<file path="src/rtl/ifmux_nport_pkg.sv">
// Shared definitions for the N-port ingress frame multiplexer: pointer layout,
// FSM encoding and pointer decode helpers.
package ifmux_nport_pkg;

   localparam int PTR_W    = 20;
   localparam int DEST_LSB = 16;
   localparam int DEST_W   = 4;
   localparam int ERR_LSB  = 13;
   localparam int ERR_W    = 3;
   localparam int TAIL_BIT = 12;
   localparam int LEN_LSB  = 0;

   typedef enum logic [2:0] {
      S_IDLE,
      S_PTR_RD,
      S_PTR_CAP,
      S_DATA,
      S_FLUSH,
      S_PTR_WR
   } state_t;

   function automatic logic ptr_err_flags(input logic [PTR_W-1:0] ptr);
      return |ptr[ERR_LSB +: ERR_W];
   endfunction

endpackage

</file>
<file path="src/rtl/ifmux_nport_arb.sv">
// Combinational port arbiter: round-robin search from rr_ptr with wrap, or
// strict priority where the lowest requesting index wins.
module rr_arbiter_ppe
   import ifmux_nport_pkg::*;
#(
   parameter  int NUM_PORTS = 4,
   localparam int PW        = $clog2(NUM_PORTS)
) (
   input  logic [NUM_PORTS-1:0] req,
   input  logic [PW-1:0]        rr_ptr,
   input  logic                 mode,
   output logic [NUM_PORTS-1:0] gnt_oh,
   output logic [PW-1:0]        gnt_bin
);

   int   idx;
   logic found;

   always_comb begin
      gnt_oh  = '0;
      gnt_bin = '0;
      found   = 1'b0;
      idx     = 0;
      for (int i = 0; i < NUM_PORTS; i++) begin
         idx = mode ? i : int'(rr_ptr) + i;
         if (idx >= NUM_PORTS) idx = idx - NUM_PORTS;
         if (!found && req[idx]) begin
            found       = 1'b1;
            gnt_oh[idx] = 1'b1;
            gnt_bin     = PW'(idx);
         end
      end
   end

endmodule

</file>
<file path="src/rtl/ifmux_nport.sv">
// Multiplexes frames from NUM_PORTS ingress pointer/data FIFO pairs into one
// output data FIFO plus pointer FIFO, one whole frame at a time.
module ifmux_nport
   import ifmux_nport_pkg::*;
#(
   parameter int NUM_PORTS = 4,
   parameter int DW        = 8,
   parameter int LENW      = 12,
   parameter int MAX_BEATS = 1536/(DW/8),
   parameter int FREEW     = 13
) (
   input  logic                          clk_sys,
   input  logic                          rst_sys,
   input  logic [NUM_PORTS-1:0]          rx_ptr_fifo_empty,
   output logic [NUM_PORTS-1:0]          rx_ptr_fifo_rd,
   input  logic [NUM_PORTS*20-1:0]       rx_ptr_fifo_dout,
   output logic [NUM_PORTS-1:0]          rx_data_fifo_rd,
   input  logic [NUM_PORTS*DW-1:0]       rx_data_fifo_dout,
   output logic                          sfifo_wr,
   output logic [DW-1:0]                 sfifo_din,
   input  logic [FREEW-1:0]              sfifo_free,
   output logic                          ptr_sfifo_wr,
   output logic [4+NUM_PORTS+LENW-1:0]   ptr_sfifo_din,
   input  logic                          ptr_sfifo_full,
   input  logic [NUM_PORTS-1:0]          port_en,
   input  logic                          prio_mode,
   output logic                          drop_pulse,
   output logic                          busy
);

   localparam int PW  = $clog2(NUM_PORTS);
   localparam int BPW = DW/8;
   localparam int BSH = $clog2(BPW);
   localparam int OW  = 4 + NUM_PORTS + LENW;
   localparam logic [FREEW-1:0] MAX_FREE  = FREEW'(MAX_BEATS);
   localparam logic [31:0]      MAX_BYTES = 32'(MAX_BEATS*BPW);

   state_t                state_q, state_d;
   logic [NUM_PORTS-1:0]  gnt_oh_q, gnt_oh_d;
   logic [PW-1:0]         gnt_bin_q, gnt_bin_d;
   logic [PW-1:0]         rr_ptr_q, rr_ptr_d;
   logic                  bp_q, bp_d;
   logic                  err_q, err_d;
   logic [DEST_W-1:0]     dest_q, dest_d;
   logic [LENW-1:0]       len_q, len_d;
   logic [LENW-1:0]       cnt_q, cnt_d;
   logic                  dvld_q, dvld_d;
   logic [NUM_PORTS-1:0]  rx_ptr_fifo_rd_q, rx_ptr_fifo_rd_d;
   logic [NUM_PORTS-1:0]  rx_data_fifo_rd_q, rx_data_fifo_rd_d;
   logic                  sfifo_wr_q, sfifo_wr_d;
   logic [DW-1:0]         sfifo_din_q, sfifo_din_d;
   logic                  ptr_sfifo_wr_q, ptr_sfifo_wr_d;
   logic [OW-1:0]         ptr_sfifo_din_q, ptr_sfifo_din_d;
   logic                  drop_pulse_q, drop_pulse_d;

   logic [NUM_PORTS-1:0]  eligible, arb_oh;
   logic [PW-1:0]         arb_bin;
   logic [PTR_W-1:0]      cur_ptr;
   logic [DW-1:0]         cur_data;
   logic [LENW-1:0]       cap_len, cap_beats;
   logic                  cap_err;
   logic                  unused_ptr_bits;

   assign eligible = ~rx_ptr_fifo_empty & port_en;

   rr_arbiter_ppe #(.NUM_PORTS(NUM_PORTS)) u_arb (
      .req     (eligible),
      .rr_ptr  (rr_ptr_q),
      .mode    (prio_mode),
      .gnt_oh  (arb_oh),
      .gnt_bin (arb_bin)
   );

   assign cur_ptr   = rx_ptr_fifo_dout[gnt_bin_q*PTR_W +: PTR_W];
   assign cur_data  = rx_data_fifo_dout[gnt_bin_q*DW +: DW];
   assign cap_len   = cur_ptr[LEN_LSB +: LENW];
   assign cap_beats = LENW'(({1'b0, cap_len} + (LENW+1)'(BPW-1)) >> BSH);
   // Oversize frames are not truncated; they are read out and discarded.
   assign cap_err   = ptr_err_flags(cur_ptr) || (cap_len == '0) ||
                      (32'(cap_len) > MAX_BYTES);
   assign unused_ptr_bits = ^cur_ptr[TAIL_BIT:LENW];

   always_comb begin
      state_d           = state_q;
      gnt_oh_d          = gnt_oh_q;
      gnt_bin_d         = gnt_bin_q;
      rr_ptr_d          = rr_ptr_q;
      err_d             = err_q;
      dest_d            = dest_q;
      len_d             = len_q;
      cnt_d             = cnt_q;
      bp_d              = (sfifo_free < MAX_FREE) || ptr_sfifo_full;
      dvld_d            = |rx_data_fifo_rd_q;
      rx_ptr_fifo_rd_d  = '0;
      rx_data_fifo_rd_d = '0;
      sfifo_wr_d        = dvld_q && !err_q;
      sfifo_din_d       = dvld_q ? cur_data : sfifo_din_q;
      ptr_sfifo_wr_d    = 1'b0;
      ptr_sfifo_din_d   = ptr_sfifo_din_q;
      drop_pulse_d      = 1'b0;
      unique case (state_q)
         S_IDLE: begin
            if ((|eligible) && !bp_q) begin
               state_d          = S_PTR_RD;
               gnt_oh_d         = arb_oh;
               gnt_bin_d        = arb_bin;
               rx_ptr_fifo_rd_d = arb_oh;
               if (!prio_mode)
                  rr_ptr_d = (arb_bin == PW'(NUM_PORTS-1)) ? '0 : arb_bin + 1'b1;
            end
         end
         S_PTR_RD: state_d = S_PTR_CAP;
         S_PTR_CAP: begin
            dest_d = cur_ptr[DEST_LSB +: DEST_W];
            len_d  = cap_len;
            err_d  = cap_err;
            if (cap_len == '0) begin
               state_d      = S_PTR_WR;
               drop_pulse_d = 1'b1;
            end else begin
               state_d           = S_DATA;
               rx_data_fifo_rd_d = gnt_oh_q;
               cnt_d             = cap_beats - 1'b1;
            end
         end
         S_DATA: begin
            if (cnt_q == '0) begin
               state_d = S_FLUSH;
            end else begin
               rx_data_fifo_rd_d = gnt_oh_q;
               cnt_d             = cnt_q - 1'b1;
            end
         end
         // dvld_q low means the final word is on sfifo_wr this cycle.
         S_FLUSH: begin
            if (!dvld_q) begin
               state_d = S_PTR_WR;
               if (err_q) begin
                  drop_pulse_d = 1'b1;
               end else begin
                  ptr_sfifo_wr_d  = 1'b1;
                  ptr_sfifo_din_d = {dest_q, gnt_oh_q, len_q};
               end
            end
         end
         S_PTR_WR: state_d = S_IDLE;
         default:  state_d = S_IDLE;
      endcase
   end

   always_ff @(posedge clk_sys) begin
      if (rst_sys) begin
         state_q           <= S_IDLE;
         gnt_oh_q          <= '0;
         gnt_bin_q         <= '0;
         rr_ptr_q          <= '0;
         bp_q              <= 1'b1;
         err_q             <= 1'b0;
         dest_q            <= '0;
         len_q             <= '0;
         cnt_q             <= '0;
         dvld_q            <= 1'b0;
         rx_ptr_fifo_rd_q  <= '0;
         rx_data_fifo_rd_q <= '0;
         sfifo_wr_q        <= 1'b0;
         sfifo_din_q       <= '0;
         ptr_sfifo_wr_q    <= 1'b0;
         ptr_sfifo_din_q   <= '0;
         drop_pulse_q      <= 1'b0;
      end else begin
         state_q           <= state_d;
         gnt_oh_q          <= gnt_oh_d;
         gnt_bin_q         <= gnt_bin_d;
         rr_ptr_q          <= rr_ptr_d;
         bp_q              <= bp_d;
         err_q             <= err_d;
         dest_q            <= dest_d;
         len_q             <= len_d;
         cnt_q             <= cnt_d;
         dvld_q            <= dvld_d;
         rx_ptr_fifo_rd_q  <= rx_ptr_fifo_rd_d;
         rx_data_fifo_rd_q <= rx_data_fifo_rd_d;
         sfifo_wr_q        <= sfifo_wr_d;
         sfifo_din_q       <= sfifo_din_d;
         ptr_sfifo_wr_q    <= ptr_sfifo_wr_d;
         ptr_sfifo_din_q   <= ptr_sfifo_din_d;
         drop_pulse_q      <= drop_pulse_d;
      end
   end

   assign rx_ptr_fifo_rd  = rx_ptr_fifo_rd_q;
   assign rx_data_fifo_rd = rx_data_fifo_rd_q;
   assign sfifo_wr        = sfifo_wr_q;
   assign sfifo_din       = sfifo_din_q;
   assign ptr_sfifo_wr    = ptr_sfifo_wr_q;
   assign ptr_sfifo_din   = ptr_sfifo_din_q;
   assign drop_pulse      = drop_pulse_q;
   assign busy            = (state_q != S_IDLE);

endmodule

</file>
<file path="config.mk">
export PLATFORM = sky130hd
export DESIGN_NAME = ifmux_nport
export DESIGN_NICKNAME = d
export VERILOG_FILES = /design/src/rtl/ifmux_nport_pkg.sv /design/src/rtl/ifmux_nport_arb.sv /design/src/rtl/ifmux_nport.sv
export SDC_FILE = /design/constraint.sdc
export NUM_CORES = 1
export LEC_CHECK = 0
export CAP_MARGIN = 20
export CELL_PAD_IN_SITES_DETAIL_PLACEMENT = 1
export CELL_PAD_IN_SITES_GLOBAL_PLACEMENT = 1
export CORE_ASPECT_RATIO = 1.25
export CORE_MARGIN = 5
export CORE_UTILIZATION = 30
export DETAILED_ROUTE_END_ITERATION = 10
export GPL_TIMING_DRIVEN = 1
export HOLD_SLACK_MARGIN = 0.02
export PLACE_DENSITY_LB_ADDON = 0.1
export SETUP_SLACK_MARGIN = 0.3
export SYNTH_ARGS = -nofsm -noshare
export SYNTH_HDL_FRONTEND = slang
export SYNTH_SLANG_ARGS = --single-unit
</file>
<file path="constraint.sdc">
create_clock -name clk_sys -period 3.01 [get_ports clk_sys]
set_input_delay 0.4515 -clock clk_sys [delete_from_list [all_inputs] [get_ports clk_sys]]
set_output_delay 0.4515 -clock clk_sys [all_outputs]
set_load 0.01 [all_outputs]
</file>
==> metrics.md <==
| Metric | Value |
|---|---|
| Result of the run | complete, no violations |
| Share of post-route cells with drive strength above 1 | 13.1% |
| Kind of cell adding the most delay to the critical path | multiplexers |
| Worst-case setup margin in the final layout | 0.451 ns |
| Largest stage delay on the critical path | 0.58 ns |
| Number of inserted diodes | 0 |
| Non-Filler Instances | 875 |
| H-tree depth | 3 |
| Worst clock skew | 0.00776 ns |
| Die boundary width | 120 µm |
| Kind of path behind the tightest hold check | reg2reg |
| Final hold viol count | 0 |
| Worst Max-Slew Pin Slew | 0.855 ns |
| Placed inst area | 6380 µm² |
| CP Data Required Time | 3.29 ns |
| Max-slew headroom | 43.0% |
| Number of port buffers | 163 |
| Total power consumption of the routed design | 2.98 mW |
| Core box area | 14800 µm² |
| Drt wl/cell | 18.0 µm |
| Worst reg2reg path endpoint | cnt_q[4] |
| Mux contribution to synthesized area | 15.8% |
| Remaining DRCs | 0 |
| Number of flops mapped to enable cells by yosys | 0 |
| Leading cell types in the layout, fill and taps excluded | clkdlybuf4s50_1 (162), nand2_1 (98), dfxtp_1 (79) |
| Site row count | 50 |
| Crit path max-delay cell type | mux4_2 |
| Hold slack final | 0.452 ns |
| Hold Path End | ptr_sfifo_din[3] |
| TritonCTS clock tree | built |
| Cell depth of the worst hold path | 2 |
| Number of standard cells after synthesis | 522 |
| Count of antenna-violating nets left after detailed routing | 0 |
| Primary FF master, synth | dfxtp_1 |
| Flip-flop and latch count after synthesis | 81 |
| Post-layout minimum cycle time | 2.56 ns |
| Clock tree sinks | 81 |
| Post-synthesis compound-gate area fraction | 19.2% |
| Number of CTS-inserted buffers | 9 |
| Synthesis Warnings | 0 |
| Total track usage | 18.0% |
| Start of the worst register-to-register path | gnt_bin_q[0] |
| Area of the mapped netlist | 4500 µm² |
| Worst-path cell chain | buf_4 > mux4_2 > nor4_4 > and4b_1 > buf_4 > o21ai_4 > buf_4 > o21ai_0 > a21oi_1 > o21ai_1 |
| CTS clock-pin slew for the worst setup and hold paths | 0.06 ns |
| Global placement routability congestion | 0.840 |
| Commonest non-fill, non-tap cell in the layout | clkdlybuf4s50_1 |
| Nets | 826 |
| Number of vias in the routed layout | 4623 |
| Register-to-Register Setup Slack | 0.45 ns |
| Initial core utilization | 30.3% |
| Peak supply drop | 253 µV |
| Most frequent CP cell | buf_4 |
| Chip Height | 147 µm |
| Via count of the first global-routing pass | 4818 |
| Endpoints failing setup | 0 |
| Total non-filler cell area in the finished layout | 6790 µm² |
| Later-pin clock latency in the skew report | 0.34 ns |
| Largest fanout on the critical path | 11 |
| Largest family of logic cells by synthesized area | simple AND/OR/NAND/NOR gates |
| Share of the core filled with cells in the final layout | 45.8% |
| Unrepaired setup endpoints after global routing | false |
| Synthesized-area fraction occupied by xor and xnor cells | 0% |
| Pre-CTS setup slack | 0.0728 ns |
| Max-slew violation total from the final report | 0 |
| Aggregate negative setup slack | 0 ns |
| Gr ovfl total | 0 |
| Sort of element at the start of the critical path | flop |
| Detailed-route vias per instance | 5.28 |
| Arrival time of the worst setup path | 2.84 ns |
| Peak Freq | 391 MHz |
| Pin count of the biggest net entering global routing | 33 |
| Static Leakage | 2.39 nW |
| Post-Syn Area per Cell | 8.61 µm² |
| Simple-Gate Fraction of Synth Area | 24.3% |
| Number of cells on the worst reg-to-reg path | 10 |
| Crit path kind | reg2reg |
| Maximum buffer depth of the clock tree | 2 |
| Placed Instances | 854 |
| Initial DRC Count | 167 |
| DIE AREA | 17600 µm² |
| Root buffer cell | clkbuf_16 |
| Antenna violations before repair | 0 |
| Hold Buf Count CTS | 0 |
| PwrDens | 439 nW/µm² |
| First-pass GRT wire length | 25.2 mm |
| DRT Wirelength | 15.8 mm |
| Detailed-router iteration count before antenna repair | 4 |
| Critical Path End Type | flop |
| Num ports | 177 |
| Post-route clock period utilization | 85.0% |
| Worst Hold Launch | ptr_sfifo_din[3] |
| Max-capacitance violation count | 0 |
| Layout-stage area growth over the synthesis result | 51.0% |
| Portion of the post-synthesis area used by sequential elements | 36.1% |
| Net count of the mapped netlist | 660 |
| Post-synth cell types | 64 |
| Post-DP HPWL | 12.4 mm |
| Async set-reset flop share out of synthesis | 0% |
| WP buf/inv | 3 |
| Adder-cell share of the synthesized area | 0.278% |
==> where the power goes <==
| group | leakage, nW | switching (mW) | total (mW) | internal, mW |
|---|---|---|---|---|
| Sequential | 0.656 | 0.0460 | 1.16 | 1.11 |
| Clock | 0.159 | 0.457 | 1.21 | 0.752 |
| Combinational | 1.57 | 0.280 | 0.619 | 0.338 |
==> routing by layer <==
| metal | global-route usage [%] | wire [µm] |
|---|---|---|
| met1 | 20.3 | 6230 |
| met4 | 6.25 | 273 |
| met5 | 0 | 0 |
| met2 | 33.9 | 8760 |
| met3 | 3.23 | 527 |
==> worst max path at each step <==
stage / from / end / slack (ns) / cells past startpoint
2_1_floorplan: state_q[1] / cnt_q[10] / 0.42 / 11
3_3_place_gp: gnt_bin_q[1] / cnt_q[2] / 0.16 / 9
3_5_place_dp: rx_ptr_fifo_dout[60] / cnt_q[10] / 0.07 / 9
4_1_cts: gnt_bin_q[0] / cnt_q[4] / 0.30 / 10
5_1_grt: gnt_bin_q[0] / cnt_q[4] / 0.29 / 10
6_report: gnt_bin_q[0] / cnt_q[4] / 0.45 / 10
==> Yosys cell counts (4+ instances only) <==
cell type / count / area [µm²]
nand2b_1: 9 / 56.3
nand2_1: 98 / 368
o21ai_0: 18 / 90.1
a211oi_1: 4 / 30.0
mux2i_1: 13 / 130
mux4_1: 5 / 131
nor2_1: 41 / 154
a31oi_1: 5 / 31.3
a21oi_1: 60 / 300
nand3_1: 9 / 45.0
mux4_2: 19 / 428
clkbuf_1: 31 / 116
o21ai_2: 4 / 35.0
nor3_1: 18 / 90.1
and3_1: 8 / 50.1
buf_6: 4 / 45.0
or4_1: 4 / 30.0
and2_1: 4 / 25.0
nor2b_1: 7 / 43.8
dfxtp_1: 81 / 1620
nor4_1: 9 / 56.3
==> worst reg2reg max path: cells and delay by family, from the launching register on <==
kind / cells / cell delay, ns
simple gates: 2 / 0.55
buf+inv: 3 / 0.53
flops: 1 / 0.43
compound gates: 4 / 0.42
mux: 1 / 0.58
==> layout make-up <==
| type | instances | area [µm²] |
|---|---|---|
| Multi-Input combinational cell | 398 | 2700 |
| Fill cell | 1736 | 8040 |
| Timing Repair Buffer | 195 | 1890 |
| Inverter | 3 | 11.3 |
| Sequential cell | 81 | 1630 |
| Clock buffer | 10 | 239 |
| Tap cell | 182 | 228 |
| Clock inverter | 6 | 90.1 |
==> flip-flops by register name (all words and copies together), names as in the netlist, 2 cells and up <==
| register | flops |
|---|---|
| dest_q | 4 |
| rx_data_fifo_rd | 4 |
| len_q | 12 |
| rr_ptr_q | 2 |
| state_q | 3 |
| gnt_bin_q | 2 |
| ptr_sfifo_din | 20 |
| sfifo_din | 8 |
| gnt_oh_q | 4 |
| cnt_q | 12 |
| rx_ptr_fifo_rd | 4 |
==> repair_timing <==
action                                  4_1_cts  5_1_grt
endpoints found under the hold margin         0        0
endpoints found under the setup margin       13       13
resized for setup                             2        3
buffers inserted                              1        4
pin swaps                                     0        0
==> logic make-up after synthesis <==
family,count (synthesis)
multiplexers,39
AO/OA/AOI/OAI,134
buffers and inverters,43
flip-flops,81
AND/OR/NAND/NOR,224
adder cells (fa/ha/maj),1
Note: power is estimated with default switching activity, not from simulation.
